`src/rtl/ps2_scancode_rx_pkg.sv`:
```
// Shared definitions for the PS/2 scan-code receiver: FSM state encoding,
// prefix byte constants and the odd-parity helper.
package ps2_scancode_rx_pkg;

    typedef enum logic [1:0] {
        IDLE   = 2'd0,
        DATA   = 2'd1,
        PARITY = 2'd2,
        STOP   = 2'd3
    } ps2_state_e;

    localparam logic [7:0] PS2_PREFIX_EXT = 8'hE0;
    localparam logic [7:0] PS2_PREFIX_BRK = 8'hF0;

    // True when the data byte plus parity bit hold an odd number of ones.
    function automatic logic odd_parity_ok(input logic [7:0] data_byte, input logic par);
        return ^{data_byte, par};
    endfunction

endpackage

```
`src/rtl/ps2_scancode_rx_if.sv`:
```
// Pin and key-event bundle for ps2_scancode_rx; slave = receiver side,
// master = the pins' driver and the downstream keyboard register.
interface ps2_scancode_rx_if;
    import ps2_scancode_rx_pkg::*;

    logic       ps2_clk;
    logic       ps2_data;
    logic [7:0] scan_code;
    logic       code_valid;
    logic       is_break;
    logic       is_extended;
    logic       parity_err;
    logic       frame_err;
    logic       busy;

    modport slave (
        input  ps2_clk, ps2_data,
        output scan_code, code_valid, is_break, is_extended,
               parity_err, frame_err, busy
    );

    modport master (
        output ps2_clk, ps2_data,
        input  scan_code, code_valid, is_break, is_extended,
               parity_err, frame_err, busy
    );

endinterface

```
`src/rtl/ps2_scancode_rx_clk_filter.sv`:
```
// ps2_clk synchronizer plus FILTER_LEN-sample glitch filter; fe is a
// one-cycle strobe on each filtered 1->0 transition.
module ps2_scancode_rx_clk_filter #(
    parameter int unsigned SYNC_STAGES = 2,
    parameter int unsigned FILTER_LEN  = 4
) (
    input  logic clk,
    input  logic reset,
    input  logic ps2_clk,
    output logic filt_clk,
    output logic fe
);

    localparam int unsigned CW = $clog2(FILTER_LEN + 1);

    logic [SYNC_STAGES-1:0] clk_sync;
    logic [CW-1:0]          run_cnt;
    logic                   clk_s;

    assign clk_s = clk_sync[SYNC_STAGES-1];

    always_ff @(posedge clk) begin
        if (reset) begin
            clk_sync <= '1;
            run_cnt  <= '0;
            filt_clk <= 1'b1;
            fe       <= 1'b0;
        end else begin
            clk_sync <= {clk_sync[SYNC_STAGES-2:0], ps2_clk};
            fe       <= 1'b0;
            // run_cnt counts consecutive samples disagreeing with filt_clk
            if (clk_s != filt_clk) begin
                if (run_cnt == CW'(FILTER_LEN - 1)) begin
                    filt_clk <= clk_s;
                    run_cnt  <= '0;
                    fe       <= ~clk_s;
                end else begin
                    run_cnt <= run_cnt + 1'b1;
                end
            end else begin
                run_cnt <= '0;
            end
        end
    end

endmodule

```
`src/rtl/ps2_scancode_rx.sv`:
```
// PS/2 keyboard receiver: frames, checks odd parity/stop, folds E0/F0 prefixes
// into flags. Optional mid-frame abort under macro PS2_TIMEOUT_EN.
module ps2_scancode_rx
    import ps2_scancode_rx_pkg::*;
#(
    parameter int unsigned SYNC_STAGES    = 2,
    parameter int unsigned FILTER_LEN     = 4,
    parameter int unsigned TIMEOUT_CYCLES = 20000
) (
    input  logic               clk,
    input  logic               reset,
    ps2_scancode_rx_if.slave   bus
);

    logic [SYNC_STAGES-1:0] data_sync;
    logic                   data_s;
    logic                   filt_clk;
    logic                   fe;
    logic                   sample;
    ps2_state_e             state;
    logic [2:0]             bit_cnt;
    logic [7:0]             shreg;
    logic                   par_bit;
    logic                   ext_flag;
    logic                   brk_flag;

    ps2_scancode_rx_clk_filter #(
        .SYNC_STAGES (SYNC_STAGES),
        .FILTER_LEN  (FILTER_LEN)
    ) u_clk_filter (
        .clk      (clk),
        .reset    (reset),
        .ps2_clk  (bus.ps2_clk),
        .filt_clk (filt_clk),
        .fe       (fe)
    );

    assign data_s = data_sync[SYNC_STAGES-1];
    // fe and the low filt_clk are set on the same edge, so this equals fe
    assign sample = fe & ~filt_clk;
    assign bus.busy = (state != IDLE);

`ifdef PS2_TIMEOUT_EN
    localparam int unsigned TW = $clog2(TIMEOUT_CYCLES + 1);
    logic [TW-1:0] to_cnt;
`endif

    always_ff @(posedge clk) begin
        if (reset) begin
            data_sync       <= '1;
            state           <= IDLE;
            bit_cnt         <= '0;
            shreg           <= '0;
            par_bit         <= 1'b0;
            ext_flag        <= 1'b0;
            brk_flag        <= 1'b0;
            bus.scan_code   <= '0;
            bus.code_valid  <= 1'b0;
            bus.is_break    <= 1'b0;
            bus.is_extended <= 1'b0;
            bus.parity_err  <= 1'b0;
            bus.frame_err   <= 1'b0;
`ifdef PS2_TIMEOUT_EN
            to_cnt          <= '0;
`endif
        end else begin
            data_sync      <= {data_sync[SYNC_STAGES-2:0], bus.ps2_data};
            bus.code_valid <= 1'b0;
            bus.parity_err <= 1'b0;
            bus.frame_err  <= 1'b0;

            if (sample) begin
                unique case (state)
                    IDLE: begin
                        if (!data_s) begin
                            state   <= DATA;
                            bit_cnt <= '0;
                        end
                    end
                    DATA: begin
                        shreg   <= {data_s, shreg[7:1]};
                        bit_cnt <= bit_cnt + 1'b1;
                        if (bit_cnt == 3'd7) state <= PARITY;
                    end
                    PARITY: begin
                        par_bit <= data_s;
                        state   <= STOP;
                    end
                    STOP: begin
                        state <= IDLE;
                        if (!data_s) begin
                            bus.frame_err <= 1'b1;
                        end else if (!odd_parity_ok(shreg, par_bit)) begin
                            bus.parity_err <= 1'b1;
                            ext_flag       <= 1'b0;
                            brk_flag       <= 1'b0;
                        end else if (shreg == PS2_PREFIX_EXT) begin
                            ext_flag <= 1'b1;
                        end else if (shreg == PS2_PREFIX_BRK) begin
                            brk_flag <= 1'b1;
                        end else begin
                            bus.scan_code   <= shreg;
                            bus.is_break    <= brk_flag;
                            bus.is_extended <= ext_flag;
                            bus.code_valid  <= 1'b1;
                            ext_flag        <= 1'b0;
                            brk_flag        <= 1'b0;
                        end
                    end
                    default: state <= IDLE;
                endcase
            end

`ifdef PS2_TIMEOUT_EN
            // Abort only fires on non-sample cycles, so it never races the case above
            if (sample || state == IDLE) begin
                to_cnt <= '0;
            end else if (to_cnt == TW'(TIMEOUT_CYCLES - 1)) begin
                to_cnt        <= '0;
                state         <= IDLE;
                bus.frame_err <= 1'b1;
                ext_flag      <= 1'b0;
                brk_flag      <= 1'b0;
            end else begin
                to_cnt <= to_cnt + 1'b1;
            end
`endif
        end
    end

endmodule

```
`src/flat_wrapper.sv`:
```
// flat-port wrapper written by rule: the top's interface ports become plain ports
module ps2_scancode_rx_flat import ps2_scancode_rx_pkg::*;
#(
    parameter int unsigned SYNC_STAGES    = 2,
    parameter int unsigned FILTER_LEN     = 4,
    parameter int unsigned TIMEOUT_CYCLES = 20000
)
  (clk, reset, bus_ps2_clk, bus_ps2_data, bus_scan_code, bus_code_valid, bus_is_break, bus_is_extended, bus_parity_err, bus_frame_err, bus_busy);
  ps2_scancode_rx_if bus_i ();
  input  logic clk;
  input  logic reset;
  input wire logic [$bits(bus_i.ps2_clk)-1:0] bus_ps2_clk;
  input wire logic [$bits(bus_i.ps2_data)-1:0] bus_ps2_data;
  output wire logic [$bits(bus_i.scan_code)-1:0] bus_scan_code;
  output wire logic [$bits(bus_i.code_valid)-1:0] bus_code_valid;
  output wire logic [$bits(bus_i.is_break)-1:0] bus_is_break;
  output wire logic [$bits(bus_i.is_extended)-1:0] bus_is_extended;
  output wire logic [$bits(bus_i.parity_err)-1:0] bus_parity_err;
  output wire logic [$bits(bus_i.frame_err)-1:0] bus_frame_err;
  output wire logic [$bits(bus_i.busy)-1:0] bus_busy;
  assign bus_i.ps2_clk = bus_ps2_clk;
  assign bus_i.ps2_data = bus_ps2_data;
  assign bus_scan_code = bus_i.scan_code;
  assign bus_code_valid = bus_i.code_valid;
  assign bus_is_break = bus_i.is_break;
  assign bus_is_extended = bus_i.is_extended;
  assign bus_parity_err = bus_i.parity_err;
  assign bus_frame_err = bus_i.frame_err;
  assign bus_busy = bus_i.busy;
  ps2_scancode_rx #(.SYNC_STAGES(SYNC_STAGES), .FILTER_LEN(FILTER_LEN), .TIMEOUT_CYCLES(TIMEOUT_CYCLES)) u_core (.clk(clk), .reset(reset), .bus(bus_i));
endmodule
```
`config.mk`:
```
export PLATFORM = sky130hd
export DESIGN_NAME = ps2_scancode_rx_flat
export DESIGN_NICKNAME = d
export VERILOG_FILES = /design/src/rtl/ps2_scancode_rx_pkg.sv /design/src/rtl/ps2_scancode_rx_if.sv /design/src/rtl/ps2_scancode_rx_clk_filter.sv /design/src/rtl/ps2_scancode_rx.sv /design/src/flat_wrapper.sv
export SDC_FILE = /design/constraint.sdc
export NUM_CORES = 1
export LEC_CHECK = 0
export BUFFER_PORTS_ARGS = -buffer_cell sky130_fd_sc_hd__buf_2
export CORE_UTILIZATION = 55
export CTS_CLUSTER_DIAMETER = 200
export DETAILED_ROUTE_END_ITERATION = 16
export GPL_TIMING_DRIVEN = 0
export PLACE_DENSITY = 0.75
export SYNTH_ARGS = -nofsm -noshare
export SYNTH_HDL_FRONTEND = slang
export SYNTH_SLANG_ARGS = --single-unit
```
`constraint.sdc`:
```
create_clock -name clk -period 5.1 [get_ports clk]
set_clock_uncertainty 0.05 [all_clocks]
set_input_delay 0.765 -clock clk [delete_from_list [all_inputs] [get_ports clk]]
set_output_delay 0.765 -clock clk [all_outputs]
set_load 0.01 [all_outputs]
```
## Word level (Yosys, flattened, before mapping)

Cells that the tools add are included.

- Bits in registers: 38
- Bits in latches: 0
- RAM bits: 0
- Memory bits (read-only): 0
- Bits of input ports: 4
- Logic and storage cells: 73
- Memories: 0

- $add $sub $neg: 2
- Multiply operators: 0
- Div/mod/pow operators: 0
- $lt $le $gt $ge: 0
- Equal/unequal tests: 12
- Shift-type cells: 0
- Mux-type cells: 14
- Bitwise operators: 11
- Reductions and logical operators: 17

Operators by type and width:

| operator | number |
|---|---|
| $eq A8 B8 Y1 const B | 2 |
| $not A1 Y1 | 10 |
| $mux W1 | 9 |
| $reduce_or A3 Y1 | 3 |
| $reduce_xor A9 Y1 | 1 |
| $pmux W2 S4 | 1 |
| $reduce_and A4 Y1 | 2 |
| $add A3 B1 Y3 const B | 2 |
| $pmux W3 S2 | 1 |
| $reduce_and A2 Y1 | 3 |
| $reduce_and A3 Y1 | 2 |
| $reduce_and A6 Y1 | 1 |
| $reduce_or A6 Y1 | 1 |
| $eq A2 B2 Y1 const B | 2 |
| $mux W2 | 2 |
| $ne A2 B2 Y1 const B | 2 |
| $reduce_bool A2 Y1 | 2 |
| $reduce_or A4 Y1 | 1 |
| $eq A3 B2 Y1 const B | 1 |
| $eq A3 B3 Y1 const B | 1 |
| $mux W3 | 1 |
| $ne A3 B3 Y1 const B | 1 |
| $eq A2 B1 Y1 const B | 1 |
| $logic_not A2 Y1 | 1 |
| other kinds (3) | 3 |

## Logic depth before layout (Yosys ltp)

- Depth in word-level cells: 4
- Depth in mapped cells: 7

## Modules after synthesis

From an unflattened synthesis, not the netlist that was laid out.

- Cells, all modules: 176
- Area, all modules: 1,674.1 µm²

By module, submodules not included:

| module | times used | cells each | area each (µm²) | seq. area each (µm²) |
|---|---|---|---|---|
| ps2_scancode_rx | 1 | 157 | 1,427.6 | 620.6 |
| ps2_scancode_rx_clk_filter | 1 | 19 | 246.5 | 140.1 |

## Worst setup path before layout

OpenSTA, ideal clock, no wires.

- Kind: input port to flip-flop
- From: in reset
- To: reg u_core.bus.scan_code[3]
- Setup time: 0.131 ns
- Arrival time: 1.787 ns
- Data required time: 4.919 ns
- Slack: 3.132 ns
- Cell stages on the path: 5
- Path buffers: 1
- Cells stage by stage: clkbuf_1 > o21ai_0 > nand2b_1 > mux4_1 > nor3b_1

RTL lines:

| element | line | source |
|---|---|---|
| start, declared | flat_wrapper.sv:11 | `input logic reset;` |
| end signal, assigned | ps2_scancode_rx.sv:102 | `bus.scan_code <= shreg;` |
| end, declared | ps2_scancode_rx_if.sv:18 | `output scan_code, code_valid, is_break, is_extended,` |

## Worst setup path in the final report

- From: reg u_core.state[1]
- To: reg u_core.bus.scan_code[3]

- Word-level cells in the longest chain between the ends: 2

RTL lines:

| element | line | source |
|---|---|---|
| start, declared | ps2_scancode_rx.sv:20 | `ps2_state_e state;` |
| start signal, assigned | ps2_scancode_rx.sv:51 | `state <= IDLE;` |
| start signal, assigned | ps2_scancode_rx.sv:76 | `state <= DATA;` |
| start signal, assigned | ps2_scancode_rx.sv:83 | `if (bit_cnt == 3'd7) state <= PARITY;` |
| $eq A2 B2 Y1 | ps2_scancode_rx.sv:73 | `unique case (state)` |
| $reduce_and A6 Y1 (no line) | - |  |

No other way between the ends.
A chain may end at the register's enable or synchronous reset.

==> run summary <==
asr flop ratio synth - 0%
root buf cell - clkbuf_4
PD cells - 274 mW/mm^2
setup TNS - 0 ps
register share of total power - 57.7%
initial antenna violation count - 0
number of DRC markers in iteration 0 - 30
Setup WS post-layout - 2980 ps
net count after synthesis - 194
dpl ws - 2890 ps
Ports - 18
type of origin of the critical path - flip-flop
placed wire-length estimate - 2220 um
die height - 57.5 um
Setup-failing EPs final - 0
number of synthesized register bits - 38
number of cells after detailed placement - 228
Worst Tran Pin Value - 517 ps
gr ovfl total - 0
# clock sinks - 38
sequential fraction of the synthesis area - 44.8%
Data arrival, critical path - 2290 ps
Synthesis Warnings - 0
critical path capture point type - flip-flop
Post-synth top flop - dfxtp_1
final hold vios - 0
crit path cell chain - ha_1 -> and4b_1 -> clkbuf_1 -> o21ai_0 -> nand2b_1 -> mux4_1 -> nor3b_1
global-route wire length before repair - 5220 um
sw frac - 19.7%
crit path time final - 2120 ps
Yosys cell types - 32
Post-synth EDFFs - 0
clock power share - 40.3%
largest family of logic cells by synthesized area - simple AND/OR/NAND/NOR gates
Total GRT Usage - 21.3%
post-placement cell area - 0.00182 mm^2
Filler Cell Count - 240
simple-gate share of the synthesized area - 23.2%
max-cap violations - 0
Psw - 0.102 mW
Internal - 0.417 mW
ant diodes - 0
# rows - 19
Routed Antenna Nets - 0
latest clock arrival within the worst-skew pair - 340 ps
Worst Path Required - 5270 ps
core area - 0.00283 mm^2
gp weighted congestion - 0.801
combinational power share - 2.0%
Final Util - 67.1%
status - finished, violations left
number of H-tree levels - 2
vias in the first global route - 1,278
Mapped Cells - 181
failing checks - design-rule violations
syn_area_per_cell - 9.37 um^2
DR vias - 1,288
headroom to the max-slew limit - 65.3%
final instance area - 0.00190 mm^2
CP Class - reg -> reg
TritonCTS Buffers - 5
CTS Hold Buffers Added - 0
initial core utilization - 60.0%
Port Buffers - 16
DRT Pass-1 Iters - 10
vias per inst - 5.48
part of the cycle the worst path needs - 41.6%
worst-path maximum fanout - 6
CTS tree - yes
adder and majority gate portion of the synthesized area - 6.64%
Setup Buffers After CTS - 0
Max Transition Viols Final - 0
CTS Buffer Depth - 2
Worst Hold Class - reg -> reg
Reg clk slew, reported paths - 100 ps
final std cells w/o fill - 235
Nets - 217
largest net degree at the start of global routing - 12
Max VDD drop - 0.000175 V
mux share of post-synthesis cell area - 8.19%
DRC - 2
complex-gate fraction of the synthesized area - 8.33%
RSZ-0062 raised after global routing - no
Die X - 57.5 um
drt wl/cell - 13.1 um
post_cts resized - 0
crit-path max cell delay - 460 ps
layout cells sized above 1 - 14.2%
Static Leak - 0.703 nW
Area Overhead vs Synth - 11.8%
die area - 0.00331 mm^2
post-synthesis xor/xnor area fraction - 5.09%
Mapped Area - 0.00170 mm^2
top achievable clock speed - 471 MHz
Post-Route WL - 3070 um
Slowest-stage cell, CP - mux4_1
## flip-flops by register name (all words and copies together), names as in the netlist
signal                        cells
u_core.state                      2
u_core.ext_flag                   1
u_core.u_clk_filter.clk_sync      2
u_core.data_sync                  2
u_core.bus.code_valid             1
u_core.par_bit                    1
u_core.shreg                      8
u_core.bus.scan_code              8
u_core.bus.is_break               1
u_core.brk_flag                   1
u_core.bus.frame_err              1
u_core.bus.is_extended            1
u_core.bit_cnt                    3
u_core.u_clk_filter.filt_clk      1
u_core.bus.parity_err             1
u_core.u_clk_filter.run_cnt       3
u_core.u_clk_filter.fe            1
## path summary, 6_finish.rpt
path | to | slack, ps | cells after the start | from
setup reg to reg | u_core.bus.scan_code[3] | 2980 | 7 | u_core.state[1]
setup / recovery | u_core.bus.scan_code[3] | 2980 | 7 | u_core.state[1]
hold / removal | u_core.data_sync[1] | 370 | 1 | u_core.data_sync[0]
hold reg to reg | u_core.data_sync[1] | 370 | 1 | u_core.data_sync[0]
## Yosys cell counts, drive strengths merged, types with 3 or more instances
cell type | number | area, um^2
nor2b | 3 | 18.8
inv | 8 | 30.0
mux2i | 10 | 113
nand2 | 14 | 52.6
dfxtp | 38 | 761
nor2 | 11 | 41.3
or2 | 4 | 25.0
a21oi | 14 | 70.1
o21ai | 3 | 15.0
nor3 | 4 | 20.0
nand2b | 17 | 106
xnor2 | 9 | 86.3
nand3 | 10 | 50.1
ha | 9 | 113
clkbuf | 9 | 33.8
## through the flow
step / total power [mW] / hold WS, ps
floorplan: 0.313 / 339
global placement: 0.316 / 343
detailed placement: 0.317 / 348
CTS: 0.524 / 374
global route: 0.535 / 396
finish: 0.519 / 370
## power groups by stage
stage	Combinational [mW]	Clock (mW)	Sequential [mW]
2_1_floorplan	0.00759	0	0.306
3_3_place_gp	0.0102	0	0.306
3_5_place_dp	0.0107	0	0.306
4_1_cts	0.0107	0.214	0.299
5_1_grt	0.0118	0.224	0.300
6_report	0.0106	0.209	0.299
## worst max-delay path, delay by kind of cell (launching register included)
family / cells / cell delay [ps]
simple gates: 3 / 510
mux: 1 / 460
flops: 1 / 390
buf+inv: 1 / 240
fa+ha+maj: 1 / 200
compound gates: 1 / 160
## cells in the final DEF (no fill, tap or decap)
cell | netlist | final
a211o_1 | 1 | 1
xnor2_2 | 1 | 1
clkbuf_4 | 0 | 5
a21oi_1 | 14 | 14
clkbuf_8 | 0 | 1
nand3_1 | 10 | 10
mux2i_4 | 1 | 1
ha_1 | 9 | 9
nand2_1 | 14 | 14
nand2b_1 | 17 | 17
mux4_1 | 1 | 1
nor4bb_1 | 1 | 1
and4b_1 | 1 | 1
a2111oi_0 | 1 | 1
a32oi_1 | 2 | 2
mux2i_1 | 9 | 9
buf_2 | 0 | 16
nor4b_1 | 1 | 1
nor2_1 | 11 | 11
o21ai_0 | 3 | 3
nand3b_1 | 2 | 2
or2_2 | 4 | 4
nor4_1 | 2 | 2
a21boi_0 | 1 | 1
inv_1 | 8 | 8
a211oi_1 | 1 | 1
dfxtp_1 | 38 | 38
nor2b_1 | 3 | 3
a31oi_1 | 1 | 1
bufinv_16 | 0 | 1
or3_1 | 1 | 1
nor3b_1 | 1 | 1
nand4b_1 | 1 | 1
xnor2_1 | 8 | 8
nor3_1 | 4 | 4
clkbuf_1 | 9 | 9
## layout make-up
cell class / instances / area (um^2) / area share [%]
Inverter: 8 / 30.0 / 1.58
Timing Repair Buffer: 16 / 80.1 / 4.22
Clock buffer: 6 / 51.3 / 2.70
Tap cell: 31 / 38.8 / 2.04
Clock inverter: 1 / 30.0 / 1.58
Multi-Input combinational cell: 126 / 872 / 46.0
Sequential cell: 38 / 761 / 40.1
Buffer: 9 / 33.8 / 1.78
## metal layers
layer / track usage (%) / wire, um / part of all wire [%]
met1: 22.7 / 1400 / 46
met2: 36.7 / 1470 / 48
met3: 4.99 / 101 / 3.3
met4: 15.0 / 102 / 3.3
met5: 0 / 0 / 0
## logic make-up (layout without fill, tap and decap cells)
family          after synthesis  in the layout
mux                          11             11
compound gates               24             24
xor+xnor                      9              9
flops                        38             38
fa+ha+maj                     9              9
buf+inv                      17             40
simple gates                 73             73
No activity file was read; power rests on OpenSTA's default activity.
